===== src/rtl/acc_seq16.sv =====
// acc_seq16: accumulates BLK_LEN words per block through an external adder; define ACC_SAT_EN to saturate instead of wrap.
module acc_seq16 #(
  parameter int BLK_LEN = 4
) (
  input  logic        clk,
  input  logic        rst,
  input  logic [15:0] din,
  input  logic        din_vld,
  output logic        din_rdy,
  output logic [15:0] sum_out,
  output logic        sum_vld,
  input  logic        sum_rdy,
  output logic        ovf,
  output logic [15:0] add_ain,
  output logic [15:0] add_bin,
  output logic        add_cin,
  input  logic [15:0] add_sout,
  input  logic        add_cout
);
  typedef enum logic [1:0] {IDLE = 2'd0, ACC = 2'd1, OUT = 2'd2} state_t;
  state_t state, state_nxt;
  logic [15:0] acc, acc_nxt;
  logic [7:0] cnt;
  logic ovf_r, accept, last;
  assign din_rdy = state != OUT;
  assign accept = din_vld & din_rdy;
  assign last = cnt == 8'(BLK_LEN - 1);
  assign add_ain = state == IDLE ? 16'h0000 : acc;
  assign add_bin = din;
  assign add_cin = 1'b0;
  assign sum_vld = state == OUT;
  assign sum_out = sum_vld ? acc : 16'h0000;
  assign ovf = sum_vld & ovf_r;
`ifdef ACC_SAT_EN
  assign acc_nxt = (add_cout | ovf_r) ? 16'hFFFF : add_sout;
`else
  assign acc_nxt = add_sout;
`endif
  always_comb begin
    state_nxt = state;
    if (state == IDLE && accept) state_nxt = ACC;
    else if (state == ACC && accept && last) state_nxt = OUT;
    else if (state == OUT && sum_rdy) state_nxt = IDLE;
  end
  always_ff @(posedge clk) begin
    state <= rst ? IDLE : state_nxt;
  end
  always_ff @(posedge clk) begin
    if (rst || (state == OUT && sum_rdy)) begin
      acc <= '0;
      ovf_r <= 1'b0;
      cnt <= '0;
    end else if (accept) begin
      acc <= acc_nxt;
      ovf_r <= ovf_r | add_cout;
      cnt <= cnt + 8'd1;
    end
  end
endmodule


===== config.mk =====
export PLATFORM = sky130hd
export DESIGN_NAME = acc_seq16
export DESIGN_NICKNAME = d
export VERILOG_FILES = /design/src/rtl/acc_seq16.sv
export SDC_FILE = /design/constraint.sdc
export NUM_CORES = 1
export LEC_CHECK = 0
export BUFFER_PORTS_ARGS = -buffer_cell sky130_fd_sc_hd__buf_4
export CAP_MARGIN = 10
export CORE_ASPECT_RATIO = 1.25
export CORE_MARGIN = 2
export CORE_UTILIZATION = 40
export CTS_BUF_LIST = sky130_fd_sc_hd__clkbuf_4 sky130_fd_sc_hd__clkbuf_8
export DETAILED_ROUTE_END_ITERATION = 12
export PLACE_DENSITY = 0.81
export SYNTH_ARGS = -nofsm -noshare
export SYNTH_HDL_FRONTEND = slang
export SYNTH_SLANG_ARGS = --single-unit

===== constraint.sdc =====
create_clock -name clk -period 1.4 [get_ports clk]
set_clock_uncertainty 0.15 [all_clocks]
set_input_delay 0.21 -clock clk [delete_from_list [all_inputs] [get_ports clk]]
set_output_delay 0.21 -clock clk [all_outputs]
set_load 0.005 [all_outputs]

==> key figures <==
STA
  • Final setup margin: -0.204 ns
  • Hold Vio Cnt, Final: 0
  • Period utilization: 1.15
  • RSZ-0062 raised after global routing: yes
  • Fmax: 624 MHz
  • Min Tclk post-route: 1.60 ns
  • Final Setup Violations: 38
  • Setup_tns: -6.76 ns
  • Slew Viols, Final: 0

Clocking
  • CTS Buffer Depth: 2
  • Cts bufs inserted: 3
  • Hold buffer count at cts: 0
  • CTS tree: built
  • Clk sinks: 27
  • Reg clk slew, reported paths: 0.09 ns
  • Root Driver: clkbuf_8
  • Clk_lat worst skew: 0.27 ns
  • H-tree depth: 1

Floorplanning
  • Initial core utilization: 0.407
  • Die Y: 72.8 um
  • IO Count: 89
  • CORE AREA: 0.00372 sq mm
  • Die span in x: 59.1 um
  • Die Area: 0.00430 sq mm
  • Cell Rows: 25

Synthesis
  • Post-synth EDFFs: 0
  • Primary FF master, synth: dfxtp_1
  • Most numerous cell in the Yosys netlist: dfxtp_1
  • Synth Cell Area: 0.00152 sq mm
  • Top-area cell type share of the netlist area: 0.357
  • Register area share after synthesis: 0.357
  • YS warnings: 0
  • Syn_nets: 230
  • Synthesized flop and latch total: 27
  • Synth top cells by count: dfxtp_1, nand3_1, a21oi_1
  • Syn avg cell area: 7.89 sq um
  • Post-synth ARST share: 0
  • Cell variety after synth: 28
  • Synth area leader: dfxtp_1
  • Cells after synthesis: 192
  • Area contributors post-synth: dfxtp_1, buf_4, nand3_1

Placement
  • # placed instances: 274
  • Port bufs: 55
  • RePlAce Congestion: 0.841
  • Setup WS pre-CTS: -0.0815 ns
  • Placed wire-length estimate: 2680 um

Global routing
  • Grt ovf: 0
  • Initial antenna violation count: 0
  • First-pass GRT wire length: 6240 um
  • Vias in the first global route: 1424
  • Total track usage: 0.187
  • Largest net degree at the start of global routing: 22

Routing
  • WL/cell: 15.9 um
  • Post-route DRC: 0
  • Routed wire length: 4620 um
  • Post-DRT Antenna Nets: 0
  • DR vias: 1601
  • DR pass1 iterations: 4
  • Vias per cell: 5.50
  • DR iter-0 viols: 53

Critical path
  • Worst Path Max Fanout: 13
  • Data required, critical path: 1.04 ns
  • R2R cell count: 5
  • Reg2reg start: state[0]$_SDFFE_PP0P_
  • WP data arrival: 1.24 ns
  • Crit Path Class: flip-flop to output pin
  • R2R setup slack: -0.16 ns
  • R2r endpoint: cnt[2]$_SDFFE_PP0P_
  • Crit. End Element: output pin
  • CP startpoint: state[0]$_SDFFE_PP0P_
  • CP Launch Type: flip-flop

Cells and area
  • Number of nets in the layout: 290
  • Synth-to-Final Area Change: 60.3%
  • Share of layout cells above drive strength 1: 0.526
  • Diodes inserted: 0
  • Number of fill cells: 278
  • Final Instance Count excl. Fillers: 291

Job
  • Total of max-cap violations: 0

Pwr
  • Max rail drop VDD: 0.000345 V
  • LEAKAGE: 1.01 nW
  • Power density over the cells: 640 mW/mm^2

Worst hold path
  • Hold endpoint: acc[6]$_SDFFE_PP0P_
  • Worst Hold Class: input pin to flip-flop
  • Worst Hold Path Cells: 3
  • Min-delay src: add_sout[6]

Run status
  • Outcome: complete, but fails checks
  • Failing checks: setup timing
[cells by family after synthesis]
logic type | Yosys count | share of synthesized area
compound gates | 43 | 0.150
fa+ha+maj | 1 | 0.00826
other cells | 1 | 0.00247
buf+inv | 35 | 0.134
flops | 27 | 0.357
mux | 4 | 0.0264
simple gates | 81 | 0.322
[registers in the layout (all words and copies together), names as in the netlist]
register,flops
acc,16
cnt,8
ovf_r,1
state,2
[per-stage QoR]
| step | instance area, sq um | util | power [mW] | hold WS [ns] |
|---|---|---|---|---|
| after floorplan | 1520 | - | 0.973 | 0.205 |
| after global placement | 1960 | 0.527 | 1.05 | 0.270 |
| after detailed placement | 1960 | 0.527 | 1.06 | 0.270 |
| after CTS | 2230 | 0.599 | 1.53 | 0.0410 |
| after global routing | 2430 | 0.652 | 1.63 | 0.0317 |
| final | 2430 | 0.652 | 1.55 | 0.0398 |
[metal layers]
| metal | routed length [um] | part of all wire | up-vias | GRT usage |
|---|---|---|---|---|
| li1 | - | - | 767 | - |
| met1 | 1660 | 0.36 | 769 | 0.204 |
| met2 | 2640 | 0.57 | 55 | 0.357 |
| met3 | 247 | 0.053 | 10 | 0.0266 |
| met4 | 75 | 0.016 | 0 | 0.0657 |
| met5 | 0 | 0 | - | 0 |
[how the worst max path moves through the flow]
stage / to / cells past startpoint
final: sum_out[9] / 5
after global routing: add_ain[9] / 5
after CTS: add_ain[9] / 5
after detailed placement: cnt[2]$_SDFFE_PP0P_ / 4
after global placement: cnt[2]$_SDFFE_PP0P_ / 4
after floorplan: cnt[2]$_SDFFE_PP0P_ / 4
[where the power goes]
part | total [mW] | leakage, nW | internal (mW) | switching, mW
clock network | 0.464 | 0.0262 | 0.223 | 0.240
registers | 0.825 | 0.226 | 0.799 | 0.0259
logic | 0.265 | 0.755 | 0.145 | 0.119
[area by class of cell]
type	instances	area (sq um)	area share
Multi-Input combinational cell	130	943	0.388
Timing Repair Buffer	86	802	0.330
Sequential cell	27	559	0.230
Tap cell	40	50.0	0.0206
Clock buffer	4	48.8	0.0201
Inverter	4	25.0	0.0103
[layout by cell type, fill, tap and decap left out, types with 2 or more instances in the layout]
cell	n
a21oi_1	17
clkbuf_8	3
and2_4	9
buf_4	59
nand4_1	2
o21ai_2	3
mux2i_1	4
o21ai_1	2
and2_1	8
o21ai_0	14
nand2_1	2
dfxtp_1	18
dfxtp_4	3
o31ai_1	2
dfxtp_2	6
inv_1	2
nand3b_1	5
a21oi_2	3
buf_12	4
nand3_1	21
nor2b_1	14
nor2_1	3
nor4_4	4
buf_6	21
nor2b_2	2
[timing repair]
item / in CTS / in global routing
setup endpoints to repair: 41 / 48
cloned: 2 / 0
resized for setup: 48 / 44
pin swaps: 14 / 14
buffers inserted: 4 / 9
[worst max-delay path: stages (launching register included)]
cell      delay (ns)
dfxtp_2         0.35
nand2b_4        0.16
inv_8           0.05
buf_12          0.13
and2_1          0.15
buf_4           0.13
Power figures use the tool's default switching activity.
